**config.mk**
```make
export PLATFORM = sky130hd
export DESIGN_NAME = pc_fetch_unit
export DESIGN_NICKNAME = d
export VERILOG_FILES = /design/src/rtl/pc_fetch_unit.sv
export SDC_FILE = /design/constraint.sdc
export NUM_CORES = 1
export LEC_CHECK = 0
export CORE_MARGIN = 4
export CORE_UTILIZATION = 47
export DETAILED_ROUTE_END_ITERATION = 8
export GPL_TIMING_DRIVEN = 0
export HOLD_SLACK_MARGIN = 0.06
export PLACE_DENSITY = 0.8
export SETUP_SLACK_MARGIN = 0.4
export SLEW_MARGIN = 10
export SYNTH_ARGS = -nofsm -noshare
export SYNTH_HDL_FRONTEND = slang
export SYNTH_SLANG_ARGS = --single-unit
```
**constraint.sdc**
```tcl
create_clock -name clock -period 2.38 [get_ports clock]
set_clock_uncertainty 0.2 [all_clocks]
set_input_delay 0.476 -clock clock [delete_from_list [all_inputs] [get_ports clock]]
set_output_delay 0.476 -clock clock [all_outputs]
set_load 0.005 [all_outputs]
```
**src/rtl/pc_fetch_unit.sv**
```systemverilog
// pc_fetch_unit
//   Program-counter register and instruction-fetch sequencer for the ZAFx32 core.
//   Keeps the word-addressed PC. Issues one instruction-memory request at a time
//   over a req/gnt/rvalid handshake. Hands {instruction, PC, PC+1} to decode
//   through a single-entry valid/ready buffer. A taken branch/jump from execute
//   redirects the PC and flushes whatever is buffered or in flight.
//
// Ports
//   clock          in   rising-edge clock
//   resetN         in   asynchronous active-low reset
//   redirectValid  in   taken branch/jump this cycle (highest priority)
//   redirectPC     in   redirect target word address
//   imemReq        out  fetch request, held until imemGnt
//   imemAddr       out  fetch word address (always the current pc)
//   imemGnt        in   memory accepted the request this cycle
//   imemRValid     in   read data valid, one per granted request
//   imemRData      in   read data
//   instValid      out  buffered instruction valid
//   instData       out  buffered instruction
//   instPC         out  address of instData
//   instPCPlus1    out  instPC + 1 (link value), combinational
//   instReady      in   decode accepts the buffered instruction
//
// Address vectors are numbered [0:ADDR_W-1] with bit 0 as the MSB. Arithmetic on
// them is ordinary unsigned arithmetic and wraps modulo 2^ADDR_W.

module pc_fetch_unit #(
  parameter int                ADDR_W   = 32,
  parameter int                DATA_W   = 32,
  parameter logic [0:ADDR_W-1] RESET_PC = '0
) (
  input  logic              clock,
  input  logic              resetN,
  input  logic              redirectValid,
  input  logic [0:ADDR_W-1] redirectPC,
  output logic              imemReq,
  output logic [0:ADDR_W-1] imemAddr,
  input  logic              imemGnt,
  input  logic              imemRValid,
  input  logic [DATA_W-1:0] imemRData,
  output logic              instValid,
  output logic [DATA_W-1:0] instData,
  output logic [0:ADDR_W-1] instPC,
  output logic [0:ADDR_W-1] instPCPlus1,
  input  logic              instReady
);

  typedef enum logic [1:0] {
    IDLE = 2'd0,
    REQ  = 2'd1,
    WAIT = 2'd2,
    HOLD = 2'd3
  } fetchState_t;

  fetchState_t       stateReg, stateNext;
  logic [0:ADDR_W-1] pcReg, pcNext;
  logic [0:ADDR_W-1] reqPCReg, reqPCNext;
  logic              squashReg, squashNext;
  logic              instValidReg, instValidNext;
  logic [DATA_W-1:0] instDataReg, instDataNext;
  logic [0:ADDR_W-1] instPCReg, instPCNext;

  always_ff @(posedge clock or negedge resetN) begin
    if (!resetN) begin
      stateReg     <= IDLE;
      pcReg        <= RESET_PC;
      reqPCReg     <= '0;
      squashReg    <= 1'b0;
      instValidReg <= 1'b0;
      instDataReg  <= '0;
      instPCReg    <= '0;
    end else begin
      stateReg     <= stateNext;
      pcReg        <= pcNext;
      reqPCReg     <= reqPCNext;
      squashReg    <= squashNext;
      instValidReg <= instValidNext;
      instDataReg  <= instDataNext;
      instPCReg    <= instPCNext;
    end
  end

  always_comb begin
    stateNext     = stateReg;
    pcNext        = pcReg;
    reqPCNext     = reqPCReg;
    squashNext    = squashReg;
    instValidNext = instValidReg;
    instDataNext  = instDataReg;
    instPCNext    = instPCReg;

    if (redirectValid) begin
      // Redirect wins over grant, read data and decode acceptance in the
      // same cycle: the buffer is flushed and fetching resumes at the target.
      pcNext        = redirectPC;
      instValidNext = 1'b0;
      unique case (stateReg)
        IDLE, HOLD: stateNext = REQ;
        REQ: begin
          if (imemGnt) begin
            // The old-address request was accepted this very cycle; its
            // response must be thrown away when it shows up.
            reqPCNext  = pcReg;
            squashNext = 1'b1;
            stateNext  = WAIT;
          end
        end
        WAIT: begin
          if (imemRValid) begin
            squashNext = 1'b0;
            stateNext  = REQ;
          end else begin
            squashNext = 1'b1;
          end
        end
        default: stateNext = IDLE;
      endcase
    end else begin
      unique case (stateReg)
        IDLE: stateNext = REQ;
        REQ: begin
          if (imemGnt) begin
            reqPCNext = pcReg;
            stateNext = WAIT;
          end
        end
        WAIT: begin
          if (imemRValid) begin
            if (squashReg) begin
              squashNext = 1'b0;
              stateNext  = REQ;
            end else begin
              instDataNext  = imemRData;
              instPCNext    = reqPCReg;
              instValidNext = 1'b1;
              pcNext        = reqPCReg + ADDR_W'(1);
              stateNext     = HOLD;
            end
          end
        end
        HOLD: begin
          if (instReady) begin
            instValidNext = 1'b0;
            stateNext     = REQ;
          end
        end
        default: stateNext = IDLE;
      endcase
    end
  end

  assign imemReq     = (stateReg == REQ);
  assign imemAddr    = pcReg;
  assign instValid   = instValidReg;
  assign instData    = instDataReg;
  assign instPC      = instPCReg;
  assign instPCPlus1 = instPCReg + ADDR_W'(1);

endmodule

```
==> flow_metrics.py, run 1 <==
metrics = {
    "grt": {
        "grt_pass1_vias": 6865,
        "grt_pass1_wl_mm": 37.7,
        "grt_max_degree": 74,
        "gr-total-overflow": 0,
        "antenna_found_initial": 0,
        "grt_usage_pct": 30.3,
    },
    "floorplanning": {
        "start_util_pct": 48.8,
        "die_area_mm2": 0.0159,
        "die_w_um": 126,
        "die_y_um": 126,
        "core_area_mm2": 0.0135,
        "rows": 42,
        "io_pins": 200,
    },
    "synth": {
        "synth_largest_area_cell": "dfrtp_1",
        "synth_cell_types": 47,
        "synthTopCellsByArea": "dfrtp_1 50%, nand2_1 14%, mux2_2 5.5%, xnor2_1 5.1%, xor2_1 2.3%",
        "synth_xor_area_share_pct": 7.34,
        "synth_fa_ha_area_share_pct": 0.954,
        "synth_top_family_by_area": "simple AND/OR/NAND/NOR gates",
        "synth_warnings": 0,
        "synth_edf_count": 0,
        "synthSimpleGateAreaFrac_pct": 25.8,
        "ys_seq_area_share_pct": 50.4,
        "syn_area_mm2": 0.00656,
        "synth_top_cells_by_count": "248 x nand2_1, 132 x dfrtp_1, 38 x xnor2_1",
        "yosys-mux-area-fraction_pct": 6.26,
        "synth_compound_area_share_pct": 6.09,
        "ys_ff_latch": 132,
        "mappedNetlistNets": 787,
        "syn-instance-count": 712,
        "synth.avg_cell_area_um2": 9.21,
        "post-synth-top-count-cell": "nand2_1",
        "synth_top_area_share_pct": 50.4,
        "synth_ff_type": "dfrtp_1",
        "async_flop_share_pct": 100,
    },
    "critical_path": {
        "cp.arrival_ps": 2200,
        "ff2ff_setup_slack_ps": 140,
        "cp_max_fo": 4,
        "cp_top_family": "buffers and inverters",
        "crit_start": "instPC[28]",
        "path_depth": 10,
        "cp_slowest_cell": "dfrtp_2",
        "rr_worst_depth": 7,
        "path_cells": "and4_1 -> buf_6 -> nand4_1 -> buf_4 -> nor4_4 -> buf_4 -> buf_6 -> nand4_1 -> xnor2_1 -> buf_2",
        "max_stage_delay_ps": 370,
        "r2r-start": "reqPCReg[24]",
        "start_kind": "flip-flop",
        "path_buf_inv": 5,
        "cp-endpoint": "instPCPlus1[7]",
        "cp.required_ps": 1700,
        "path_class": "reg -> out",
        "r2r-end": "imemAddr[9]",
        "end_kind": "primary output",
    },
    "timing": {
        "post-route-min-period_ps": 2880,
        "finalSetupViolCount": 26,
        "rsz0062_at_grt": "yes",
        "tightest_slew_ps": 585,
        "finalCritPeriodShare_pct": 121,
        "fin_ws_ps": -497,
        "whs_ps": 272,
        "hold_viol": 0,
        "finalMaxSlewViolations": 0,
        "slew_headroom_pct": 61.0,
        "clock.fmax_mhz": 348,
    },
    "final_layout": {
        "drive_gt1_share_pct": 33.5,
        "fin_nets": 1119,
        "nFillCells": 749,
        "num_antenna_cells": 0,
        "fin_cells": 1233,
        "area_growth_pct": 67.2,
    },
    "clock_network": {
        "root_buffer": "clkbuf_16",
        "clk_pin_slew_ps": 60,
        "clock_latency_ps": 440,
        "cts_made_buffers": 17,
        "clk_path_buf_depth": 2,
        "h-tree-depth": 4,
        "tritoncts": "done",
        "clkSinkCount": 132,
    },
    "placed_design": {
        "pre_cts_ws_ps": -659,
        "dp_hpwl_mm": 14.6,
        "placed_cells": 1088,
        "routabilityCongestion": 0.885,
        "portBuffers": 199,
    },
    "power_and_ir_drop": {
        "p_int_mw": 7.34,
        "switching_power_mw": 3.95,
        "total_power_mw": 11.3,
        "p_leak_nw": 5.85,
        "ir_worst_vdd_mv": 0.526,
        "p_per_area_mw_per_mm2": 1030,
        "sequentialPowerShare_pct": 33.8,
        "pwr-share-comb_pct": 39.5,
        "p_clk_share_pct": 26.7,
        "switching_share_pct": 35.0,
    },
    "route": {
        "vias_per_cell": 5.98,
        "drc": 0,
        "wl_per_cell_um": 23.0,
        "route.final.wire_length_mm": 28.3,
        "drtIter0Drc": 876,
        "ant_nets": 0,
        "vias": 7371,
        "drt_first_pass_iters": 8,
    },
    "status": {
        "outcome": "finished, violations left",
        "violations": "setup timing",
    },
    "run": {
        "drv_cap": 0,
    },
    "worst_hold_path": {
        "hold_path_class": "reg -> reg",
    },
}
## power groups by stage
stage                     Sequential, mW  Clock [mW]  Combinational (mW)
after floorplan                     3.65           0                1.43
after global placement              3.79           0                3.13
final                               3.82        3.01                4.46
after detailed placement            3.84           0                3.20
after global routing                3.87        3.09                4.71
after CTS                           3.69        2.96                3.82
## placed cells by master (no fill, tap or decap), drive strengths merged, types with 7 or more instances in the layout
cell	Yosys	routed
dlygate4sd2	0	63
mux2	32	32
a21oi	12	12
and4	7	7
xor2	17	17
nand3	24	24
dlymetal6s2s	0	22
nor3	8	8
o21ai	22	22
o221ai	13	13
nor2	24	25
dfrtp	132	132
nand4	20	20
inv	8	9
xnor2	38	38
clkbuf	24	43
and3	17	17
buf	18	167
nand2	248	248
nor4	8	8
clkdlybuf4s50	0	77
## metrics by stage
stage	util, %	TNS [ps]	instance area, µm²
floorplan	-	0	6620
global placement	65.7	-645840	8830
detailed placement	65.9	-40100	8860
CTS	77.3	-6340	10400
global route	81.5	-10390	11000
finish	81.5	-7850	11000
## sequential cells by signal, indices dropped and copies added (netlist names)
name and flops:
instData 32, instValid 1, squashReg 1, imemAddr 32, instPC 32, reqPCReg 32
stateReg 2
## layer usage
metal  track usage, %  routed length (µm)  vias up
met5                0                   0        -
met4             13.3                1380        0
met3             5.76                2860      158
met2             50.8               14000      598
met1             38.2               10100     3542
li1                 -                   -     3073
## how the worst min path moves through the flow
stage	slack, ps	endpoint	start	cells after the start
CTS	270	instData[4]	instData[4]	2
finish	270	instData[13]	instData[13]	2
detailed placement	260	instData[4]	instData[4]	2
global placement	260	instData[7]	instData[7]	2
global route	300	instData[13]	instData[13]	2
floorplan	-20	imemAddr[0]	resetN	0
## worst register-to-register path: stages (launching register included)
cell and delay (ps):
dfrtp_1 360, buf_6 120, nand4_1 180, or4_4 580, buf_12 170, nor3_4 140, mux2i_1 120, a211o_1 270
## logic make-up (layout without fill, tap and decap cells)
family	count (synthesis)	after routing
fa+ha+maj	5	5
mux	37	37
xor+xnor	55	55
buf+inv	50	394
compound gates	61	61
simple gates	372	373
flops	132	132
## what timing repair did
item                       CTS  global route
resized for setup          343           117
hold endpoints to repair    59             0
hold buffers                 1             0
pin swaps                   51            52
setup endpoints to repair  233           149
cloned                       0             2
setup buffers               79            31
## final cells by class
class                           instances  area (µm²)  area share (%)
Inverter                                8        32.5           0.297
Timing Repair Buffer                  312        2780            25.3
Clock buffer                           21         470            4.29
Buffer                                 42         393            3.58
Tap cell                              176         220            2.01
Clock inverter                         11         198            1.80
Multi-Input combinational cell        531        3540            32.3
Sequential cell                       132        3340            30.5
No activity file was read; power rests on OpenSTA's default activity.
==> inputs of run 2 (changes only) <==
- SKIP_LAST_GASP: unset -> 1
==> flow_metrics.py, run 2 (synthesis gave the netlist of run 1 again) <==
metrics = {
    "status": {
        "outcome": "finished, violations left",
        "violations": "setup timing",
    },
    "final_layout": {
        "num_antenna_cells": 0,
        "fin_nets": 1126,
        "drive_gt1_share_pct": 33.6,
        "area_growth_pct": 67.4,
        "final_area_mm2": 0.0110,
        "most-common-layout-cells": "237 x nand2_1, 102 x buf_4, 101 x dfrtp_1, 78 x clkdlybuf4s50_1, 64 x dlygate4sd2_1",
        "nFillCells": 738,
        "fin_cells": 1240,
        "layout_commonest_cell": "nand2_1",
    },
    "placed_design": {
        "routabilityCongestion": 0.885,
        "dp_hpwl_mm": 14.6,
        "placed_cells": 1088,
        "portBuffers": 199,
        "pre_cts_ws_ps": -659,
        "place_area_mm2": 0.00886,
    },
    "clock_network": {
        "clk_path_buf_depth": 2,
        "clkSinkCount": 132,
        "clk_pin_slew_ps": 60,
        "cts_made_buffers": 17,
        "clock_latency_ps": 430,
        "tritoncts": "done",
        "root_buffer": "clkbuf_16",
        "h-tree-depth": 4,
    },
    "route": {
        "route.final.wire_length_mm": 27.7,
        "drtIter0Drc": 892,
        "ant_nets": 0,
        "drt_first_pass_iters": 5,
        "vias": 7342,
        "drc": 0,
        "wl_per_cell_um": 22.3,
        "vias_per_cell": 5.92,
    },
    "floorplanning": {
        "die_y_um": 126,
        "start_util_pct": 48.8,
        "die_w_um": 126,
        "die_area_mm2": 0.0159,
        "core_area_mm2": 0.0135,
        "io_pins": 200,
        "rows": 42,
    },
    "critical_path": {
        "cp_max_fo": 4,
        "crit_start": "instPC[28]",
        "ff2ff_setup_slack_ps": 100,
        "cp.arrival_ps": 2210,
        "start_kind": "flip-flop",
        "r2r-start": "reqPCReg[24]",
        "cp-endpoint": "instPCPlus1[0]",
        "cp.required_ps": 1700,
        "path_class": "reg -> out",
        "end_kind": "primary output",
        "r2r-end": "imemAddr[3]",
        "rr_worst_depth": 7,
    },
    "grt": {
        "gr-total-overflow": 0,
        "grt_max_degree": 74,
        "grt_pass1_wl_mm": 36.8,
        "grt_pass1_vias": 6686,
        "grt_usage_pct": 29.4,
        "antenna_found_initial": 0,
    },
    "worst_hold_path": {
        "hold_path_class": "reg -> reg",
        "hold_start": "instData[13]",
    },
    "timing": {
        "clock.fmax_mhz": 346,
        "slew_headroom_pct": 61.5,
        "fin_ws_ps": -506,
        "hold_viol": 0,
        "whs_ps": 273,
        "finalSetupViolCount": 24,
        "post-route-min-period_ps": 2890,
        "finalMaxSlewViolations": 0,
        "rsz0062_at_grt": "yes",
        "tightest_slew_ps": 577,
        "finalCritPeriodShare_pct": 121,
    },
    "power_and_ir_drop": {
        "p_leak_nw": 5.90,
        "total_power_mw": 11.3,
        "ir_worst_vdd_mv": 0.548,
        "p_per_area_mw_per_mm2": 1030,
    },
    "run": {
        "drv_cap": 0,
    },
}
run 2: changes by cell type in the layout (fill, tap and decap cells not counted), sizes merged:
cell and change:
buf +2, dlymetal6s2s +1, clkdlybuf4s50 +1, clkbuf +1, clkdlybuf4s15 +1, dlygate4sd2 +1
run 2: how the worst min path moves through the flow:
stage / endpoint / cells after the start
after floorplan: imemAddr[0] / 0
after global placement: instData[7] / 2
after detailed placement: instData[4] / 2
after CTS: instData[4] / 2
after global routing: instData[13] / 2
final: instData[13] / 2
run 2: critical path: stages (launching register included):
cell     delay (ps)
dfrtp_2         360
and4_1          220
buf_6           120
buf_4           110
nand4_1         130
nor4_4          170
buf_4           190
buf_6           100
nand4_1         110
xnor2_1         140
buf_2           130
run 2: layer usage:
layer,up-vias,GRT usage [%],wire (µm)
met1,3552,38.0,10200
met2,554,49.5,13500
li1,3083,-,-
met5,-,0,0
met4,0,10.5,1380
met3,153,5.67,2590
run 2: through the flow:
step / util [%] / setup TNS [ps]
after floorplan: - / 0
after global placement: 65.7 / -645840
after detailed placement: 65.9 / -40100
after CTS: 76.9 / -7330
after global routing: 81.6 / -10290
final: 81.6 / -7720
run 2: layout make-up:
| class | instances | area [µm²] | area share (%) |
|---|---|---|---|
| clock inverter | 11 | 198 | 1.80 |
| timing repair buffer | 319 | 2830 | 25.8 |
| tap | 176 | 220 | 2.01 |
| multi-input combinational | 531 | 3510 | 32.0 |
| buffer | 42 | 373 | 3.40 |
| inverter | 8 | 32.5 | 0.296 |
| clock buffer | 21 | 470 | 4.29 |
| sequential | 132 | 3340 | 30.4 |
run 2: report_power, final:
| group | switching (mW) | internal, mW | total (mW) |
|---|---|---|---|
| Combinational | 2.03 | 2.41 | 4.44 |
| Sequential | 0.816 | 3.00 | 3.82 |
| Clock | 1.06 | 1.95 | 3.01 |
run 2: timing repair:
item | in CTS | in global routing
gates cloned | 0 | 2
endpoints found under the hold margin | 59 | 0
setup buffers | 79 | 38
gates resized for setup | 312 | 119
hold buffers | 1 | 0
setup endpoints to repair | 233 | 152
pin swaps | 45 | 52
==> inputs of run 3 (changes only) <==
- CAP_MARGIN: unset -> 20
- SKIP_LAST_GASP: 1 -> unset
- clock period: 2.38 -> 3.05 ns (I/O delays scaled with it)
==> flow_metrics.py, run 3 (synthesis gave the netlist of run 1 again) <==
metrics = {
    "status": {
        "outcome": "completed",
    },
    "floorplanning": {
        "start_util_pct": 48.8,
        "rows": 42,
        "die_area_mm2": 0.0159,
        "die_w_um": 126,
        "die_y_um": 126,
        "io_pins": 200,
        "core_area_mm2": 0.0135,
    },
    "route": {
        "vias_per_cell": 5.41,
        "ant_nets": 0,
        "drc": 0,
        "vias": 6229,
        "wl_per_cell_um": 18.0,
        "drtIter0Drc": 570,
        "route.final.wire_length_mm": 20.7,
        "drt_first_pass_iters": 5,
    },
    "critical_path": {
        "cp_max_fo": 6,
        "cp.arrival_ps": 2160,
        "path_class": "reg -> out",
        "start_kind": "flip-flop",
        "cp.required_ps": 2240,
        "end_kind": "primary output",
    },
    "clock_network": {
        "h-tree-depth": 4,
        "tritoncts": "done",
        "clk_path_buf_depth": 2,
        "clock_latency_ps": 430,
        "cts_made_buffers": 17,
        "root_buffer": "clkbuf_16",
        "clk_pin_slew_ps": 60,
        "clkSinkCount": 132,
    },
    "timing": {
        "hold_viol": 0,
        "finalCritPeriodShare_pct": 97.5,
        "tightest_slew_ps": 728,
        "slew_headroom_pct": 51.4,
        "rsz0062_at_grt": "yes",
        "post-route-min-period_ps": 2970,
        "finalMaxSlewViolations": 0,
        "finalSetupViolCount": 0,
        "tns_ps": 0,
        "clock.fmax_mhz": 336,
        "whs_ps": 271,
    },
    "power_and_ir_drop": {
        "pwr-share-comb_pct": 33.3,
        "switching_power_mw": 2.47,
        "p_int_mw": 5.16,
        "p_clk_share_pct": 27.7,
        "ir_worst_vdd_mv": 0.419,
        "sequentialPowerShare_pct": 39.0,
        "p_leak_nw": 4.60,
        "switching_share_pct": 32.4,
        "p_per_area_mw_per_mm2": 779,
    },
    "final_layout": {
        "most-common-layout-cells": "242 x nand2_1, 171 x clkdlybuf4s50_1, 123 x dfrtp_1, 33 x xnor2_1",
        "area_growth_pct": 49.3,
        "fin_nets": 1038,
        "multi_input_area_mm2": 0.00324,
        "seq_area_mm2": 0.00331,
        "drive_gt1_share_pct": 19.1,
        "num_antenna_cells": 0,
        "fin_cells": 1152,
        "layout_commonest_cell": "nand2_1",
        "nFillCells": 1000,
    },
    "worst_hold_path": {
        "hold_path_class": "reg -> reg",
    },
    "grt": {
        "grt_pass1_vias": 5980,
        "antenna_found_initial": 0,
        "grt_pass1_wl_mm": 32.6,
        "grt_usage_pct": 25.8,
        "grt_max_degree": 76,
        "gr-total-overflow": 0,
    },
    "placed_design": {
        "routabilityCongestion": 0.888,
        "portBuffers": 199,
        "dp_hpwl_mm": 14.3,
        "placed_cells": 1088,
    },
    "run": {
        "drv_cap": 0,
    },
}
==> run 3: changes by cell type in the layout (fill, tap and decap cells not counted), moves of 17 or more <==
cell / delta
clkdlybuf4s50_1: +93
buf_4: -82
dlygate4sd2_1: -62
dlymetal6s2s_1: -22
buf_6: -17
dfrtp_1: +22
dfrtp_2: -22
clkbuf_1: +20
==> run 3: path summary, 6_finish.rpt <==
check                             start  slack (ps)  depth (start not counted)        endpoint
min in group asynchronous        resetN         510                          2    imemAddr[28]
max reg2reg                 stateReg[0]         580                          9      instPC[13]
min                        instData[10]         270                          2    instData[10]
max                          instPC[23]          80                          8  instPCPlus1[1]
min reg2reg                instData[10]         270                          2    instData[10]
max in group asynchronous        resetN        1370                          3       instPC[8]
==> run 3: worst max-delay path, stage by stage, from the launching register on <==
cell and delay, ps:
dfrtp_2 400, and4_4 260, nand3_4 150, nor4_4 280
buf_4 160, buf_4 110, nand3_2 60, xnor2_1 170
buf_2 150
==> run 3: per-stage QoR <==
stage               power (mW)  setup slack (ps)  instance area, µm²  utilization, %
global placement          5.39             -4030                8770            65.2
finish                    7.63              75.4                9790            72.8
detailed placement        5.47              -248                8800            65.4
CTS                       7.57              63.9                9600            71.4
floorplan                 3.96               565                6560               -
global route              8.04             -36.2                9790            72.8
==> run 3: timing repair <==
action                                  CTS  global route
hold buffers                              1             0
pin swaps                                24            28
hold endpoints to repair                 57             0
resized for setup                       125            48
endpoints found under the setup margin   89            89
gates cloned                              0             0
buffers inserted                         22             9
==> run 3: cell type report <==
type / count / area share (%)
Buffer: 42 / 1.97
Clock buffer: 23 / 4.88
Inverter: 8 / 0.307
Multi-Input combinational cell: 530 / 33.1
Clock inverter: 9 / 1.29
Timing Repair Buffer: 232 / 22.3
Sequential cell: 132 / 33.8
Tap cell: 176 / 2.25
==> run 3: routing by layer <==
metal	vias to the layer above	wire length (µm)	global-route usage (%)	share of wire [%]
met5	-	0	0	0
met4	0	444	8.52	2.1
met3	39	1580	7.15	7.6
met2	231	10400	41.6	50
met1	3047	8310	33.8	40
li1	2912	-	-	-
==> run 3: power by group through the flow <==
| stage | clock network, mW | registers (mW) | logic, mW |
|---|---|---|---|
| final | 2.11 | 2.98 | 2.54 |
| after global placement | 0 | 2.95 | 2.43 |
| after CTS | 2.12 | 2.94 | 2.51 |
| after global routing | 2.21 | 3.07 | 2.76 |
| after detailed placement | 0 | 2.98 | 2.49 |
| after floorplan | 0 | 2.85 | 1.11 |
